File: config.mk
export PLATFORM = sky130hd
export DESIGN_NAME = mdu_iter
export DESIGN_NICKNAME = d
export VERILOG_FILES = /design/src/rtl/mdu_pkg.sv /design/src/rtl/mdu_divider.sv /design/src/rtl/mdu_iter.sv
export SDC_FILE = /design/constraint.sdc
export NUM_CORES = 2
export LEC_CHECK = 0
export CORE_ASPECT_RATIO = 0.6
export CORE_MARGIN = 1.5
export CORE_UTILIZATION = 38
export DETAILED_ROUTE_END_ITERATION = 16
export GPL_ROUTABILITY_DRIVEN = 0
export GPL_TIMING_DRIVEN = 0
export PLACE_DENSITY = 0.57
export SYNTH_ARGS = -nofsm -noshare
export SYNTH_HDL_FRONTEND = slang
export SYNTH_SLANG_ARGS = --single-unit
export TNS_END_PERCENT = 20
File: constraint.sdc
create_clock -name clk -period 20.6 [get_ports clk]
set_clock_uncertainty 0.05 [all_clocks]
set_input_delay 4.12 -clock clk [delete_from_list [all_inputs] [get_ports clk]]
set_output_delay 4.12 -clock clk [all_outputs]
set_load 0.01 [all_outputs]
File: src/rtl/mdu_pkg.sv
// rtl/mdu_pkg.sv - MDU op codes, state encoding and op classification helpers
package mdu_pkg;

    localparam logic [3:0] OP_NONE  = 4'd0;
    localparam logic [3:0] OP_MULT  = 4'd1;
    localparam logic [3:0] OP_MULTU = 4'd2;
    localparam logic [3:0] OP_DIV   = 4'd3;
    localparam logic [3:0] OP_DIVU  = 4'd4;
    localparam logic [3:0] OP_MFHI  = 4'd5;
    localparam logic [3:0] OP_MFLO  = 4'd6;
    localparam logic [3:0] OP_MTHI  = 4'd7;
    localparam logic [3:0] OP_MTLO  = 4'd8;
    localparam logic [3:0] OP_MADD  = 4'd9;
    localparam logic [3:0] OP_MADDU = 4'd10;
    localparam logic [3:0] OP_MSUB  = 4'd11;
    localparam logic [3:0] OP_MSUBU = 4'd12;

    typedef enum logic [1:0] {
        ST_IDLE = 2'd0,
        ST_MUL  = 2'd1,
        ST_DIV  = 2'd2
    } mdu_state_t;

    function automatic logic is_mul_op(input logic [3:0] op);
        return (op == OP_MULT) || (op == OP_MULTU) || (op == OP_MADD) ||
               (op == OP_MADDU) || (op == OP_MSUB) || (op == OP_MSUBU);
    endfunction

    function automatic logic is_div_op(input logic [3:0] op);
        return (op == OP_DIV) || (op == OP_DIVU);
    endfunction

    function automatic logic is_start_op(input logic [3:0] op);
        return is_mul_op(op) || is_div_op(op);
    endfunction

    function automatic logic is_signed_op(input logic [3:0] op);
        return (op == OP_MULT) || (op == OP_DIV) || (op == OP_MADD) || (op == OP_MSUB);
    endfunction

endpackage

File: src/rtl/mdu_divider.sv
// rtl/mdu_divider.sv - unsigned radix-2 restoring divider core, one quotient bit per step
module mdu_divider #(
    parameter int WIDTH = 32
) (
    input  logic             clk,
    input  logic             reset,
    input  logic             load,
    input  logic [WIDTH-1:0] dividend,
    input  logic [WIDTH-1:0] divisor,
    input  logic             step,
    output logic [WIDTH-1:0] quotient,
    output logic [WIDTH-1:0] remainder
);

    logic [WIDTH-1:0] quo_q;
    logic [WIDTH-1:0] rem_q;
    logic [WIDTH-1:0] dvs_q;
    logic [WIDTH:0]   shifted;
    logic [WIDTH:0]   diff;

    // Outputs are the result of the step in progress, so the final step can be committed directly
    always_comb begin
        shifted = {rem_q, quo_q[WIDTH-1]};
        diff    = shifted - {1'b0, dvs_q};
        if (!diff[WIDTH]) begin
            quotient  = {quo_q[WIDTH-2:0], 1'b1};
            remainder = diff[WIDTH-1:0];
        end else begin
            quotient  = {quo_q[WIDTH-2:0], 1'b0};
            remainder = shifted[WIDTH-1:0];
        end
    end

    // Partial remainder / quotient shift register, dividend bits shift out of quo_q as quotient bits shift in
    always_ff @(posedge clk) begin
        if (!reset) begin
            quo_q <= '0;
            rem_q <= '0;
            dvs_q <= '0;
        end else if (load) begin
            quo_q <= dividend;
            rem_q <= '0;
            dvs_q <= divisor;
        end else if (step) begin
            quo_q <= quotient;
            rem_q <= remainder;
        end
    end

endmodule

File: src/rtl/mdu_iter.sv
// rtl/mdu_iter.sv - iterative multiply/divide unit with HI/LO, accumulate ops and busy signalling
module mdu_iter
    import mdu_pkg::*;
#(
    parameter int WIDTH      = 32,
    parameter int MUL_CYCLES = 5
) (
    input  logic             clk,
    input  logic             reset,
    input  logic             Req,
    input  logic [3:0]       MDUOp,
    input  logic [WIDTH-1:0] rs,
    input  logic [WIDTH-1:0] rt,
    output logic             Busy,
    output logic [WIDTH-1:0] MDUOut
);

    localparam int MAX_LAT = (WIDTH > MUL_CYCLES) ? WIDTH : MUL_CYCLES;
    localparam int CNT_W   = $clog2(MAX_LAT) + 1;

    mdu_state_t       state, state_nx;
    logic [CNT_W-1:0] cnt, cnt_nx;
    logic             busy_q;
    logic             accept, commit, mt_hi, mt_lo;
    logic [WIDTH-1:0] hi, lo;
    logic [3:0]       op_q;
    logic [WIDTH-1:0] a_q, b_q;
    logic             neg_q, neg_r, div_zero;
    logic             sgn_a, sgn_b;
    logic [WIDTH-1:0] mag_a, mag_b;
    logic [WIDTH-1:0] div_quo, div_rem, quo_fix, rem_fix;
    logic [2*WIDTH-1:0] ext_a, ext_b, prod, hilo_mul;

    assign Busy = busy_q;

    // Operand signs and magnitudes for the divider; only signed divides take magnitudes
    always_comb begin
        sgn_a = is_signed_op(MDUOp) & rs[WIDTH-1];
        sgn_b = is_signed_op(MDUOp) & rt[WIDTH-1];
        mag_a = sgn_a ? (~rs + 1'b1) : rs;
        mag_b = sgn_b ? (~rt + 1'b1) : rt;
    end

    // Next state, latency counter, start acceptance and MT write enables
    always_comb begin
        state_nx = state;
        cnt_nx   = cnt;
        commit   = 1'b0;
        accept   = (state == ST_IDLE) && !Req && is_start_op(MDUOp);
        mt_hi    = (state == ST_IDLE) && !Req && (MDUOp == OP_MTHI);
        mt_lo    = (state == ST_IDLE) && !Req && (MDUOp == OP_MTLO);
        case (state)
            ST_IDLE: begin
                if (accept && is_mul_op(MDUOp)) begin
                    state_nx = ST_MUL;
                    cnt_nx   = CNT_W'(MUL_CYCLES - 1);
                end else if (accept) begin
                    state_nx = ST_DIV;
                    cnt_nx   = CNT_W'(WIDTH - 1);
                end
            end
            ST_MUL, ST_DIV: begin
                if (cnt == '0) begin
                    commit   = 1'b1;
                    state_nx = ST_IDLE;
                end else begin
                    cnt_nx = cnt - 1'b1;
                end
            end
            default: state_nx = ST_IDLE;
        endcase
    end

    // State, counter and registered busy flag
    always_ff @(posedge clk) begin
        if (!reset) begin
            state  <= ST_IDLE;
            cnt    <= '0;
            busy_q <= 1'b0;
        end else begin
            state  <= state_nx;
            cnt    <= cnt_nx;
            busy_q <= (state_nx != ST_IDLE);
        end
    end

    // Latch operands and divide sign-fixup flags when a start is accepted
    always_ff @(posedge clk) begin
        if (!reset) begin
            op_q     <= OP_NONE;
            a_q      <= '0;
            b_q      <= '0;
            neg_q    <= 1'b0;
            neg_r    <= 1'b0;
            div_zero <= 1'b0;
        end else if (accept) begin
            op_q     <= MDUOp;
            a_q      <= rs;
            b_q      <= rt;
            neg_q    <= sgn_a ^ sgn_b;
            neg_r    <= sgn_a;
            div_zero <= (rt == '0);
        end
    end

    mdu_divider #(.WIDTH(WIDTH)) u_divider (
        .clk       (clk),
        .reset     (reset),
        .load      (accept && is_div_op(MDUOp)),
        .dividend  (mag_a),
        .divisor   (mag_b),
        .step      (state == ST_DIV),
        .quotient  (div_quo),
        .remainder (div_rem)
    );

    // Product from the held operands (sign-extended for signed ops), then accumulate onto HI/LO
    always_comb begin
        ext_a   = {{WIDTH{is_signed_op(op_q) & a_q[WIDTH-1]}}, a_q};
        ext_b   = {{WIDTH{is_signed_op(op_q) & b_q[WIDTH-1]}}, b_q};
        prod    = ext_a * ext_b;
        quo_fix = neg_q ? (~div_quo + 1'b1) : div_quo;
        rem_fix = neg_r ? (~div_rem + 1'b1) : div_rem;
        case (op_q)
            OP_MADD, OP_MADDU: hilo_mul = {hi, lo} + prod;
            OP_MSUB, OP_MSUBU: hilo_mul = {hi, lo} - prod;
            default:           hilo_mul = prod;
        endcase
    end

    // HI/LO: commit of the finished op, or an MTHI/MTLO write while idle
    always_ff @(posedge clk) begin
        if (!reset) begin
            hi <= '0;
            lo <= '0;
        end else if (commit) begin
            if (is_div_op(op_q)) begin
                if (!div_zero) begin
                    hi <= rem_fix;
                    lo <= quo_fix;
                end
            end else begin
                {hi, lo} <= hilo_mul;
            end
        end else begin
            if (mt_hi) hi <= rs;
            if (mt_lo) lo <= rs;
        end
    end

    // Zero-latency read port for MFHI/MFLO
    always_comb begin
        case (MDUOp)
            OP_MFHI: MDUOut = hi;
            OP_MFLO: MDUOut = lo;
            default: MDUOut = '0;
        endcase
    end

endmodule
==> flow_summary.yaml <==
status:
  status: "complete, but fails checks"
  violations: "max-capacitance violations, max-slew violations"
logic_synthesis:
  syn_inst: 7245
  async_flop_share_pct: 0
  avgSynthCellArea_um2: 8.24
  synth_area_leaders: "fa_1, dfxtp_1, inv_1"
  yosysSeqAreaShare_pct: 8.05
  synth_edf_count: 0
  synth-seq-cells: 240
  netlist_area_um2: 59700
  synth_top_area_share_pct: 37.8
  yosysWarnings: 0
  synth_ff_type: "dfxtp_1"
  synth.distinct_cells: 109
  synth.most_common_cell: "inv_1"
  synth_fp_nets: 8759
  yosys.area.top_type: "fa_1"
  ys_top_cells_by_count: "inv_1, nand2_1, fa_1"
timing:
  timing.final.ws_setup_ps: 4190
  max_freq_ghz: 0.0609
  fin_tns_setup_ps: 0
  relSlewSlack_pct: -8.10
  period_share_pct: 79.7
  hold_viol_final: 0
  period_minus_slack_ps: 16410
  setup_viol_count_final: 0
  rsz0062_at_grt: "no"
  fin_hold_ws_ps: 424
  worstMarginPinSlew_ps: 1620
  drv_slew: 15
cts:
  clock_sinks: 240
  cts_tree: "done"
  cts_setup_buffers: 0
  insertion_delay_ps: 600
  cts_inserted_buffers: 24
  path_clk_slew_ps: 70
  cts.path.max_buffers: 3
  cts_root_buf: "clkbuf_16"
  post_cts_resized: 0
  h-tree-depth: 1
  hold_buffers: 0
die:
  die-area_um2: 160000
  start_util_pct: 38.3
  rows: 112
  boundaryPins: 104
  core_area_um2: 156000
  die_h_um: 310
  fp.dieW_um: 515
drt:
  wl_per_cell_um: 27.4
  first_pass_iters: 8
  vias: 55400
  drcViolationCount: 0
  finalWirelength_um: 261000
  avgViaCountPerCell: 5.82
  drt_iter0_drc: 8059
  ant_nets: 0
global_route:
  grt_usage_pct: 32.3
  antenna_found_initial: 26
  grt_first_pass_wirelength_um: 371000
  grt_max_degree: 25
  grt_pass1_vias: 51900
  grt-ovfl-total: 0
power_and_ir_drop:
  ir_drop_mv: 0.0580
  pwr-share-clk_pct: 18.5
  power_switching_mw: 1.61
  leakage_nw: 26.6
  pwr-share-comb_pct: 62.7
  internal_power_mw: 1.36
  pwr-share-seq_pct: 18.8
  p_sw_share_pct: 54.2
  powerDensity_nw_per_um2: 46.3
flow_run:
  maxCapViolCount: 4
worst_hold_path:
  hold_path.class: "flop to flop"
final_layout:
  layout-drive-gt1-share_pct: 1.95
  fill_cells: 15900
  syn2layout_area_growth_pct: 7.75
  stdcell_area_um2: 64300
  seqCellArea_um2: 4800
  layout.nets: 8887
  multiInputGateArea_um2: 48500
critical_path:
  worstPathArrival_ps: 16870
  slowest_delay_ps: 1160
  crit_path_max_fanout: 10
  cp-start-kind: "flop"
  critical_path_required_ps: 21050
  critPathCaptureType: "flop"
  crit_type: "flop to flop"
  slowest_stage: "clkbuf_1"
  critPathMostFrequentCell: "fa_1"
placed_design:
  io_buffers: 101
  pre_cts_ws_ps: 5410
  dp_hpwl_um: 223000
  dpl_cell_area_um2: 63300
-- layout by cell type, fill, tap and decap left out, types with 36 or more instances in the layout --
cell type	netlist	final
inv_1	1222	1222
nand2_1	1211	1211
fa_1	1127	1126
clkbuf_1	398	400
a21oi_1	353	353
nor2_1	321	321
ha_1	316	316
and2_1	294	294
dfxtp_1	240	240
o21ai_0	211	211
xnor2_1	200	200
xor2_1	133	133
a211oi_1	116	116
clkdlybuf4s50_1	0	101
o211ai_1	83	83
nor3_1	74	74
a21o_1	72	72
a31oi_1	67	67
mux2i_1	64	64
nand3_1	55	55
and3_1	49	49
nand4_1	42	42
nand2b_1	37	37
nor4_1	36	36
-- registers in the layout (all words and copies together) (netlist names) --
register,cells
state,2
hi,32
u_divider.dvs_q,32
neg_q,1
u_divider.rem_q,32
div_zero,1
cnt,6
Busy,1
lo,32
neg_r,1
b_q,32
op_q,4
u_divider.quo_q,32
a_q,32
-- area by class of cell --
| type | instances | area share, % |
|---|---|---|
| inverter | 1222 | 7.13 |
| antenna | 22 | 0.0856 |
| clock inverter | 15 | 0.424 |
| sequential | 240 | 7.47 |
| clock buffer | 29 | 0.994 |
| multi-input combinational | 5341 | 75.5 |
| timing repair buffer | 102 | 1.58 |
| buffer | 442 | 2.74 |
| tap | 2109 | 4.10 |
-- worst paths after layout --
kind / startpoint / end / slack [ps] / depth (start not counted)
setup / recovery: b_q[12] / hi[31] / 4190 / 39
hold / removal: u_divider.dvs_q[20] / u_divider.dvs_q[20] / 420 / 2
setup reg to reg: b_q[12] / hi[31] / 4190 / 39
hold reg to reg: u_divider.dvs_q[20] / u_divider.dvs_q[20] / 420 / 2
-- power by group through the flow --
stage / Sequential [mW] / Combinational [mW] / Clock [mW]
final: 0.559 / 1.86 / 0.552
after global routing: 0.555 / 1.94 / 0.561
after CTS: 0.548 / 1.75 / 0.538
after detailed placement: 0.559 / 1.73 / 0
after global placement: 0.559 / 1.72 / 0
after floorplan: 0.524 / 1.10 / 0
-- worst max-delay path, delay by kind of cell (launching register included) --
kind	cells	cell delay [ps]
XOR/XNOR	3	820
AND/OR/NAND/NOR	8	2550
buffers and inverters	6	2580
AO/OA/AOI/OAI	11	4520
multiplexers	1	600
flip-flops	1	310
adder cells (fa/ha/maj)	10	4830
-- routing by layer --
layer / vias to the layer above / GRT usage, % / share of wire, %
met5: - / 1.10 / 0.19
met4: 32 / 5.42 / 2.3
met3: 482 / 20.5 / 20
met2: 3926 / 38.2 / 34
met1: 27700 / 47.8 / 43
li1: 23200 / - / -
-- kinds of logic (layout without fill, tap and decap cells) --
logic type / Yosys count / after routing / share of synthesized area (%)
buffers and inverters: 1664 / 1810 / 10.6
adders and majority gates: 1443 / 1443 / 44.4
other: 0 / 22 / 0
and+or+nand+nor: 2278 / 2278 / 17.5
AOI/OAI and AO/OA: 1219 / 1219 / 13.3
muxes: 68 / 68 / 1.17
DFF: 240 / 240 / 8.05
xor gates and xnor gates: 333 / 333 / 4.89
-- stage by stage --
step                      utilization, %  total power, mW  cells
after floorplan                        -             1.62   7245
after global placement              40.7             2.28   9455
after detailed placement            40.7             2.29   9455
after CTS                           41.3             2.83   9499
after global routing                41.3             3.06   9504
final                               41.3             2.97   9522
No activity file was read; power rests on OpenSTA's default activity.
